$ cat src/rtl/pwm_ramp_ctrl.sv
// Duty-cycle sequencer for one pwm channel: soft-start / soft-stop ramps and
// glitch-free retargeting, with every change applied on a frame boundary.
module pwm_ramp_ctrl #(
   parameter int COUNTER_WIDTH = 32,
   parameter int HOLD_WIDTH    = 16
) (
   input  logic                     clk,
   input  logic                     rst,
   input  logic                     cmd_start,
   input  logic                     cmd_stop,
   input  logic                     cfg_wr,
   input  logic [COUNTER_WIDTH-1:0] cfg_period,
   input  logic [COUNTER_WIDTH-1:0] cfg_target,
   input  logic [COUNTER_WIDTH-1:0] cfg_step,
   input  logic [HOLD_WIDTH-1:0]    cfg_hold,
   input  logic                     cfg_polarity,
   output logic                     pwm_en,
   output logic [COUNTER_WIDTH-1:0] pwm_period,
   output logic [COUNTER_WIDTH-1:0] pwm_duty,
   output logic                     pwm_polarity,
   output logic                     busy,
   output logic                     at_target,
   output logic                     done,
   output logic                     frame_tick
);

   typedef enum logic [1:0] {IDLE, RAMP, STEADY, STOP} state_t;

   state_t                   state, state_nxt;
   logic [COUNTER_WIDTH-1:0] sh_period, sh_target, sh_step;
   logic [HOLD_WIDTH-1:0]    sh_hold;
   logic                     sh_polarity;
   logic [COUNTER_WIDTH-1:0] wr_period;
   logic                     wr_polarity;
   logic [COUNTER_WIDTH-1:0] frame_cnt;
   logic [HOLD_WIDTH-1:0]    hold_cnt, hold_nxt;
   logic                     en_nxt, done_nxt;
   logic [COUNTER_WIDTH-1:0] duty_nxt;
   logic [COUNTER_WIDTH-1:0] eff_target, goal, stepped;
   logic [COUNTER_WIDTH:0]   sum_up;

   // NOTE: sequential state uses non-blocking assignments so every register
   // samples the pre-edge values of the others.
   always_ff @(posedge clk or negedge rst) begin
      if (!rst) begin
         sh_period   <= '0;
         sh_target   <= '0;
         sh_step     <= '0;
         sh_hold     <= '0;
         sh_polarity <= 1'b0;
      end else if (cfg_wr) begin
         sh_period   <= cfg_period;
         sh_target   <= cfg_target;
         sh_step     <= cfg_step;
         sh_hold     <= cfg_hold;
         sh_polarity <= cfg_polarity;
      end
   end

   // A write in the same cycle as cmd_start must already be visible to the start.
   assign wr_period   = cfg_wr ? cfg_period   : sh_period;
   assign wr_polarity = cfg_wr ? cfg_polarity : sh_polarity;

   assign busy       = (state != IDLE);
   assign at_target  = (state == STEADY);
   assign frame_tick = busy && (frame_cnt == pwm_period);

   always_ff @(posedge clk or negedge rst) begin
      if (!rst) begin
         frame_cnt    <= '0;
         pwm_period   <= '0;
         pwm_polarity <= 1'b0;
      end else if (!busy) begin
         frame_cnt    <= '0;
         pwm_period   <= wr_period;
         pwm_polarity <= wr_polarity;
      end else if (frame_tick) begin
         frame_cnt    <= '0;
         pwm_period   <= sh_period;
         pwm_polarity <= sh_polarity;
      end else begin
         frame_cnt    <= frame_cnt + COUNTER_WIDTH'(1);
      end
   end

   // Steps are evaluated only at a frame_tick, where the shadow period becomes active.
   assign eff_target = (sh_target > sh_period) ? sh_period : sh_target;
   assign goal       = (state == STOP) ? '0 : eff_target;
   assign sum_up     = {1'b0, pwm_duty} + {1'b0, sh_step};

   always_comb begin
      stepped = goal;
      if (sh_step != '0) begin
         if (pwm_duty < goal) begin
            if (sum_up < {1'b0, goal}) stepped = sum_up[COUNTER_WIDTH-1:0];
         end else if ((pwm_duty - goal) > sh_step) begin
            stepped = pwm_duty - sh_step;
         end
      end
   end

   always_ff @(posedge clk or negedge rst) begin
      if (!rst) begin
         state    <= IDLE;
         hold_cnt <= '0;
         pwm_en   <= 1'b0;
         pwm_duty <= '0;
         done     <= 1'b0;
      end else begin
         state    <= state_nxt;
         hold_cnt <= hold_nxt;
         pwm_en   <= en_nxt;
         pwm_duty <= duty_nxt;
         done     <= done_nxt;
      end
   end

   // NOTE: every signal gets a default before the case so no latch is inferred.
   always_comb begin
      state_nxt = state;
      hold_nxt  = hold_cnt;
      en_nxt    = pwm_en;
      duty_nxt  = pwm_duty;
      done_nxt  = 1'b0;
      case (state)
         IDLE: begin
            if (cmd_start && !cmd_stop) begin
               state_nxt = RAMP;
               en_nxt    = 1'b1;
               duty_nxt  = '0;
               hold_nxt  = '0;
            end
         end
         RAMP, STOP: begin
            if (state == RAMP && cmd_stop) begin
               state_nxt = STOP;
               hold_nxt  = '0;
            end else if (frame_tick) begin
               if (hold_cnt >= sh_hold) begin
                  hold_nxt = '0;
                  duty_nxt = stepped;
                  if (stepped == goal) begin
                     done_nxt = 1'b1;
                     if (state == STOP) begin
                        state_nxt = IDLE;
                        en_nxt    = 1'b0;
                     end else begin
                        state_nxt = STEADY;
                     end
                  end
               end else begin
                  hold_nxt = hold_cnt + HOLD_WIDTH'(1);
               end
            end
         end
         STEADY: begin
            if (cmd_stop) begin
               state_nxt = STOP;
               hold_nxt  = '0;
            end else if (frame_tick && eff_target != pwm_duty) begin
               state_nxt = RAMP;
               hold_nxt  = '0;
            end
         end
         default: state_nxt = IDLE;
      endcase
   end

endmodule
$ cat config.mk
export PLATFORM = sky130hd
export DESIGN_NAME = pwm_ramp_ctrl
export DESIGN_NICKNAME = d
export VERILOG_FILES = /design/src/rtl/pwm_ramp_ctrl.sv
export SDC_FILE = /design/constraint.sdc
export NUM_CORES = 1
export LEC_CHECK = 0
export ABC_AREA = 1
export CELL_PAD_IN_SITES_DETAIL_PLACEMENT = 0
export CELL_PAD_IN_SITES_GLOBAL_PLACEMENT = 2
export CORE_MARGIN = 2
export CORE_UTILIZATION = 34
export DETAILED_ROUTE_END_ITERATION = 6
export GPL_TIMING_DRIVEN = 1
export PLACE_DENSITY = 0.83
export REMOVE_ABC_BUFFERS = 1
export SYNTH_ARGS = -nofsm -noshare
export SYNTH_HDL_FRONTEND = slang
export SYNTH_SLANG_ARGS = --single-unit
$ cat constraint.sdc
create_clock -name clk -period 9.18 [get_ports clk]
set_clock_uncertainty 0.15 [all_clocks]
set_input_delay 1.836 -clock clk [delete_from_list [all_inputs] [get_ports clk]]
set_output_delay 1.836 -clock clk [all_outputs]
set_load 0.02 [all_outputs]
* After elaboration in Yosys (flattened, before gate mapping)
Cells that the tools add are included.
Storage, ports and cells: flip-flop bits (word level) 230, output and inout bits 70, word-level logic and storage cells 101
Operators by class: add/sub/neg operators 5, magnitude comparators 5, equality and inequality tests 17, muxes and demuxes 47, reduce and logical (&&, ||, !) cells 14
Operator list (number):
- two-way mux 32 bit | 15
- two-way mux 16 bit | 6
- == test 32 bit | 2
- > comparator 32 bit | 2
- one-hot mux 32 bit (2 select lines) | 1
- subtractor 32 bit | 2
- one-hot mux 16 bit (3 select lines) | 1
- adder 32 x 32 -> 33 bit | 1
- less-than comparator 33 x 32 -> 1 bit | 1
- adder 32 x 1 -> 32 bit (second input constant) | 1
- less-than comparator 32 bit | 1
- != test 32 bit | 1
- nonzero test 32 bit | 1
- adder 16 x 1 -> 16 bit (second input constant) | 1
- >= comparator 16 bit | 1
- two-way mux 2 bit | 8
- two-way mux 1 bit | 14
- != test 2 bit (second input constant) | 6
- AND reduction 5 bit | 2
- != test 3 bit (second input constant) | 3
- AND reduction 7 bit | 1
- one-hot mux 2 bit (3 select lines) | 1
- == test 2 bit (second input constant) | 2
- logical AND 1 bit | 4
- 9 further kinds | 10

* Longest topological paths before layout
Gate-level depths: netlist of the first run.
depth in word-level cells 14, mapped depth 65, mapped depth without buffers 63

* Least setup slack after synthesis of the first run
Ideal clock, no wire load.
path kind register to register, start point reg sh_period[21], end point reg state[1], setup time 0.116 ns, data arrival time 6.633 ns, slack 2.280 ns, cell stages (with the launch flop) 56, clock period less this slack 6.900 ns, cell sequence dfrtp_1 inv_1 ha_1 a21oi_1 nor2_1 nor2_1 nand3_1 a21oi_1 nand2_1 nand2_2 buf_2 o21ai_0 nor2_1 inv_1 ha_1 nand2_1 nor2_1 a211oi_1 [20 not listed] nor4_1 nand2_1 nand2_1 nand2_1 inv_1 buf_2 clkbuf_1 o211ai_1 nand4_1 nand2_1 nor2_1 nand2_1 nor2_1 nand2_1 nor2_2 nand3_2 nand3_1 nand2_1
On the way: longest elaborated chain between the ends 11, elaborated cells between the ends (all ways) 17
Ends and longest elaborated chain:
- start: declaration | line 30 | logic [COUNTER_WIDTH-1:0] sh_period, sh_target, sh_step;
- start signal: assignment | line 52 | sh_period <= cfg_period;
- > comparator 32 bit | line 87 | assign eff_target = (sh_target > sh_period) ? sh_period : sh_target;
- two-way mux 32 bit (*) | line 87
- two-way mux 32 bit | line 88 | assign goal = (state == STOP) ? '0 : eff_target;
- subtractor 32 bit | line 96 | end else if ((pwm_duty - goal) > sh_step) begin
- > comparator 32 bit | line 96
- two-way mux 32 bit | line 96
- two-way mux 32 bit | line 94 | if (pwm_duty < goal) begin
- two-way mux 32 bit | line 93 | if (sh_step != '0) begin
- == test 32 bit | line 142 | if (stepped == goal) begin
- != test 3 bit (no source line)
- AND reduction 5 bit (no source line) (*)
- end signal: assignment | line 110 | state <= state_nxt;
- end: declaration | line 29 | state_t state, state_nxt;
Every way passes the cells marked *; elsewhere a longest branch is shown, timed or not. A chain may end at the register's enable or synchronous reset.

* Worst setup path in the final report of the first run
start point reg sh_period[27], end point reg state[1]
The elaborated chain is that of the path after synthesis.

==> results of run 1 <==
report_power, final:
group          switching, uW  internal [uW]  leakage [uW]
Clock                    510            673      0.000477
Combinational           5210           2750       0.00881
Sequential               371           1220       0.00288
Total                   6090           4640        0.0122
area by class of cell:
type / count / area (um^2)
fillers: 6630 / 37700
multi-input cells: 2397 / 13700
flip-flops and latches: 230 / 5760
repair buffers: 212 / 2080
inverters: 398 / 1500
well taps: 846 / 1060
clock buffers: 45 / 897
clock inverters: 10 / 82.6
cells in the final DEF, fill, tap and decap left out, types with 8 or more instances in the layout:
cell type,instances
o21bai_1,12
dfrtp_1,230
a21o_1,12
clkbuf_8,9
xnor2_1,32
clkdlybuf4s50_1,185
o22ai_1,16
mux2_2,8
nor2_1,222
nor2_2,10
xor2_1,107
a21oi_1,169
nor4_1,18
o21ai_0,300
o21a_1,11
nor3_1,39
inv_2,16
nand4_1,83
nand2_1,769
inv_1,379
o21ai_1,15
clkbuf_16,30
buf_4,23
o211ai_1,58
nand3b_1,12
o221ai_1,14
ha_1,209
nand3_1,223
cells by family after synthesis:
family | count (synthesis) | synth area share [%]
compound gates | 635 | 16.6
buf+inv | 516 | 9.50
fa+ha+maj | 212 | 12.5
mux | 8 | 0.420
simple gates | 1403 | 28.4
xor+xnor | 139 | 5.68
flops | 230 | 26.9
path summary, 6_finish.rpt:
kind	start	endpoint	slack [ns]
max	sh_period[27]$_DFF_PN0_	state[1]$_DFFE_PN0P_	0.84
min	frame_cnt[0]$_DFF_PN0_	frame_cnt[0]$_DFF_PN0_	0.37
max reg2reg	sh_period[27]$_DFF_PN0_	state[1]$_DFFE_PN0P_	0.84
min reg2reg	frame_cnt[0]$_DFF_PN0_	frame_cnt[0]$_DFF_PN0_	0.37
max in group asynchronous	rst	sh_step[21]$_DFFE_PN0P_	6.22
min in group asynchronous	rst	pwm_period[1]$_DFFE_PN0P_	1.09
metrics by stage:
| step | instance area [um^2] | std cells | setup WS (ns) | hold WS (ns) |
|---|---|---|---|---|
| 6_report | 25000 | 4138 | 0.840 | 0.365 |
| 3_3_place_gp | 24000 | 4083 | 0.819 | 0.354 |
| 3_5_place_dp | 24000 | 4083 | 0.725 | 0.358 |
| 5_1_grt | 25000 | 4138 | -0.00310 | 0.397 |
| 2_1_floorplan | 20900 | 3025 | 0.912 | 0.324 |
| 4_1_cts | 25000 | 4138 | 0.687 | 0.373 |
per-layer routing:
| metal | track usage, % | routed length [um] | vias up |
|---|---|---|---|
| met3 | 1.95 | 3690 | 86 |
| li1 | - | - | 10700 |
| met1 | 36.0 | 39300 | 10200 |
| met5 | 0 | 0 | - |
| met2 | 40.8 | 37400 | 596 |
| met4 | 5.51 | 1900 | 0 |
registers in the layout (all words and copies together) (netlist names):
register and flops:
done 1, frame_cnt 32, hold_cnt 16, pwm_duty 32
pwm_en 1, pwm_period 32, pwm_polarity 1, sh_hold 16
sh_period 32, sh_polarity 1, sh_step 32, sh_target 32
state 2
worst max-delay path, delay by kind of cell, from the launching register on:
kind / cells / cell delay (ns)
DFF: 1 / 0.36
AOI/OAI and AO/OA: 14 / 2.60
and+or+nand+nor: 21 / 2.84
buffers and inverters: 6 / 1.14
xor gates and xnor gates: 1 / 0.15
adders and majority gates: 3 / 0.92
==> metrics.md, run 1 <==
| Metric | Value |
|---|---|
| Routed Wire Length | `82300 um` |
| Antenna cells | `0` |
| Post-synth top cells | `nand2_1, inv_1, o21ai_0, dfrtp_1, nor2_1` |
| Antenna violations before repair | `0` |
| Crit path DAT | `8.70 ns` |
| Global-route wire length before repair | `125000 um` |
| Final hold vios | `0` |
| Via density | `5.23` |
| Pwr/cell area | `429 nW/um^2` |
| Slew Viols, Final | `0` |
| CP max-delay cell | `ha_1` |
| CP Max Fanout | `51` |
| Ys Warns | `0` |
| Reg2reg path depth | `45` |
| Global Route Usage Sum | `25.0%` |
| Worst vdd ir | `0.000329 V` |
| Worst slew pin tran | `1.11 ns` |
| Layout Utilization | `39.9%` |
| Clock insertion delay at the later pin of the skew report | `0.61 ns` |
| CTS sink count | `230` |
| Synth-to-Final Area Change | `16.8%` |
| Via Count | `21.6k` |
| Critical Path Most Common Cell | `nand2_1` |
| Die span in x | `255 um` |
| Post-synthesis cell area | `21400 um^2` |
| Setup bufs post-CTS | `0` |
| Syn Inst Count | `3143` |
| Required time of the worst setup path | `9.54 ns` |
| Yosys reg bits | `230` |
| Buffers on Ports | `187` |
| CTS Buffer Depth | `3` |
| DR iter-0 viols | `1546` |
| Number of global-route vias before repair | `20.9k` |
| Final #Nets | `3599` |
| Max frequency | `0.120 GHz` |
| Ys flop type | `dfrtp_1` |
| Die Ht | `255 um` |
| Final Wtd Congestion | `0.919` |
| Hpwl dp | `65400 um` |
| Overflow left after global routing | `0` |
| Initial Utilization | `34.2%` |
| Worst-path clk slew | `0.06 ns` |
| # Max-Cap Violations | `0` |
| Cell depth of the worst hold path | `1` |
| Number of library cell types mapped by synthesis | `57` |
| Final TNS setup | `0 ns` |
| Die area | `65100 um^2` |
| DRC viols | `0` |
| Slew headroom | `25.8%` |
| Clock tree root driver cell | `clkbuf_16` |
| Share of cells above drive strength 1 | `4.34%` |
| TritonCTS clock tree | `built` |
| # IOs | `188` |
| 1st-pass router iterations | `5` |
| Largest net degree at the start of global routing | `106` |
| CTS Buf Count | `30` |
| CTS Hold Bufs | `0` |
| Routed Antenna Nets | `0` |
| Crit-path max cell delay | `0.38 ns` |
| Leak pwr | `0.0122 uW` |
| Final min period | `8.34 ns` |
| Status | `completed` |
| H-tree levels | `1` |
| Wire per inst | `19.9 um` |
| Synth area leaders | `dfrtp_1, nand2_1, ha_1, o21ai_0, inv_1` |
| Post-synth EDFFs | `0` |
| Period utilisation layout | `90.9%` |
| Average size of a mapped cell | `6.82 um^2` |
| Most frequent cell after synthesis | `nand2_1` |
| Final Total Pwr | `10700 uW` |
| Worst hold path class | `register to register` |
| Crit. End Element | `register` |
| Yosys top cell area share | `26.9%` |
| Area leader, netlist | `dfrtp_1` |
| Crit path launch type | `register` |
| CTS-repair resized insts | `0` |
| Rows | `92` |
| Core area | `62700 um^2` |
| Setup violators final | `0` |
| Sequential area share after synthesis | `26.9%` |
| Critical path class | `register to register` |
| Async SR Flop Fraction | `100%` |
Power figures use the tool's default switching activity.
==> run 2: changes to the inputs <==
- CTS_CLUSTER_SIZE: unset -> 40
- PLACE_DENSITY: 0.83 -> 0.87
==> metrics.md, run 2 (synthesized netlist as in run 1, its figures left out) <==
| Metric | Value |
|---|---|
| Status | `completed` |
| Final #Nets | `3598` |
| Slew Viols, Final | `0` |
| Critical path class | `register to register` |
| Placed cells | `4080` |
| Top sig layer | `met4` |
| Required time of the worst setup path | `9.53 ns` |
| CP Launch Point | `sh_period[21]$_DFF_PN0_` |
| Routed Antenna Nets | `0` |
| Final Wtd Congestion | `0.990` |
| CTS Hold Bufs | `0` |
| Die area | `65100 um^2` |
| Slew headroom | `19.1%` |
| Wire per inst | `19.5 um` |
| Die Ht | `255 um` |
| Buffers on Ports | `187` |
| Critical R2R Launch | `sh_period[21]$_DFF_PN0_` |
| # Max-Cap Violations | `0` |
| Worst hold path class | `register to register` |
| Rows | `92` |
| Clock insertion delay at the later pin of the skew report | `0.61 ns` |
| Period utilisation layout | `92.8%` |
| Antenna violations before repair | `0` |
| Crit path to | `state[1]$_DFFE_PN0P_` |
| Initial Utilization | `34.2%` |
| Most frequent cells in the layout | `nand2_1, inv_1, o21ai_0` |
| Overflow left after global routing | `0` |
| Final min period | `8.52 ns` |
| Leak pwr | `0.0122 uW` |
| DRC viols | `0` |
| Antenna cells | `0` |
| Worst slack, placed | `0.290 ns` |
| Max frequency | `0.117 GHz` |
| Die span in x | `255 um` |
| Crit. End Element | `register` |
| Layout Cells excl Fill | `4138` |
| Crit-path max cell delay | `0.39 ns` |
| Hpwl dp | `64000 um` |
| Setup violators final | `0` |
| CP max-delay cell | `ha_1` |
| Reg2reg setup slack | `0.66 ns` |
| Synth-to-Final Area Change | `17.1%` |
| Met2 WL | `36700 um` |
| Share of cells above drive strength 1 | `4.25%` |
| Routed Wire Length | `80700 um` |
| CTS Buf Count | `30` |
| Worst slew pin tran | `1.21 ns` |
| CTS Buffer Depth | `3` |
| Pwr/cell area | `430 nW/um^2` |
| Final TNS setup | `0 ns` |
| Core area | `62700 um^2` |
| Crit path DAT | `8.86 ns` |
| Critical Path Most Common Cell | `nand2_1` |
| Worst Hold Launch | `sh_hold[0]$_DFFE_PN0P_` |
| CTS sink count | `230` |
| Number of global-route vias before repair | `21.2k` |
| Setup WS post-layout | `0.662 ns` |
| TritonCTS clock tree | `built` |
| DR iter-0 viols | `1556` |
| Clock tree root driver cell | `clkbuf_16` |
| H-tree levels | `1` |
| Met3 wire len | `3940 um` |
| Reg2reg path depth | `47` |
| Hold Slack | `0.367 ns` |
| Worst flop-to-flop path endpoint | `state[1]$_DFFE_PN0P_` |
| Crit path launch type | `register` |
| Worst-path clk slew | `0.06 ns` |
| Via Count | `21.8k` |
| # IOs | `188` |
| Via density | `5.28` |
| Worst vdd ir | `0.000229 V` |
| CP Max Fanout | `17` |
| Layout Utilization | `40.0%` |
| Most common cell after layout, fill and taps aside | `nand2_1` |
| Global-route wire length before repair | `124000 um` |
| Largest net degree at the start of global routing | `112` |
| Global Route Usage Sum | `24.6%` |
| 1st-pass router iterations | `5` |
| Final hold vios | `0` |
| Wl on met1 | `37700 um` |
[run 2: per-stage QoR]
step	power, uW	area (um^2)
2_1_floorplan	6830	20900
3_3_place_gp	9260	24000
3_5_place_dp	9410	24000
4_1_cts	10700	25100
5_1_grt	11900	25100
6_report	10800	25100
[run 2: area by class of cell]
type	count	area, um^2
clock buffers	47	895
clock inverters	9	151
fillers	6566	37600
inverters	398	1500
multi-input cells	2397	13700
flip-flops and latches	230	5760
well taps	846	1060
repair buffers	211	2070
[run 2: how the worst min path moves through the flow]
stage                        endpoint  slack, ns  cells past startpoint
2_1_floorplan  frame_cnt[0]$_DFF_PN0_       0.32                      1
3_3_place_gp   frame_cnt[0]$_DFF_PN0_       0.35                      1
3_5_place_dp   sh_hold[0]$_DFFE_PN0P_       0.36                      1
4_1_cts        frame_cnt[0]$_DFF_PN0_       0.38                      1
5_1_grt        sh_hold[0]$_DFFE_PN0P_       0.39                      1
6_report       sh_hold[0]$_DFFE_PN0P_       0.37                      1
[run 2: worst max-delay path: cells and delay by family, from the launching register on]
family,cells,cell delay [ns]
AO/OA/AOI/OAI,18,3.52
XOR/XNOR,1,0.21
adder cells (fa/ha/maj),3,0.96
buffers and inverters,4,0.65
flip-flops,1,0.38
AND/OR/NAND/NOR,21,2.52
[run 2: where the power goes]
group / internal [uW] / switching, uW / total, uW
Combinational: 2790 / 5150 / 7940
Sequential: 1220 / 375 / 1590
Clock: 752 / 504 / 1260
Total: 4760 / 6030 / 10800
[run 2: metal layers]
metal  vias up  global-route usage, %
met3       112                   1.90
met4         0                   6.83
li1      10700                      -
met2       611                   40.3
met1     10400                   34.7
met5         -                      0
[run 2: what timing repair did]
action,in CTS,in global routing
gates resized for setup,0,7
endpoints found under the setup margin,0,4
buffers inserted,0,2
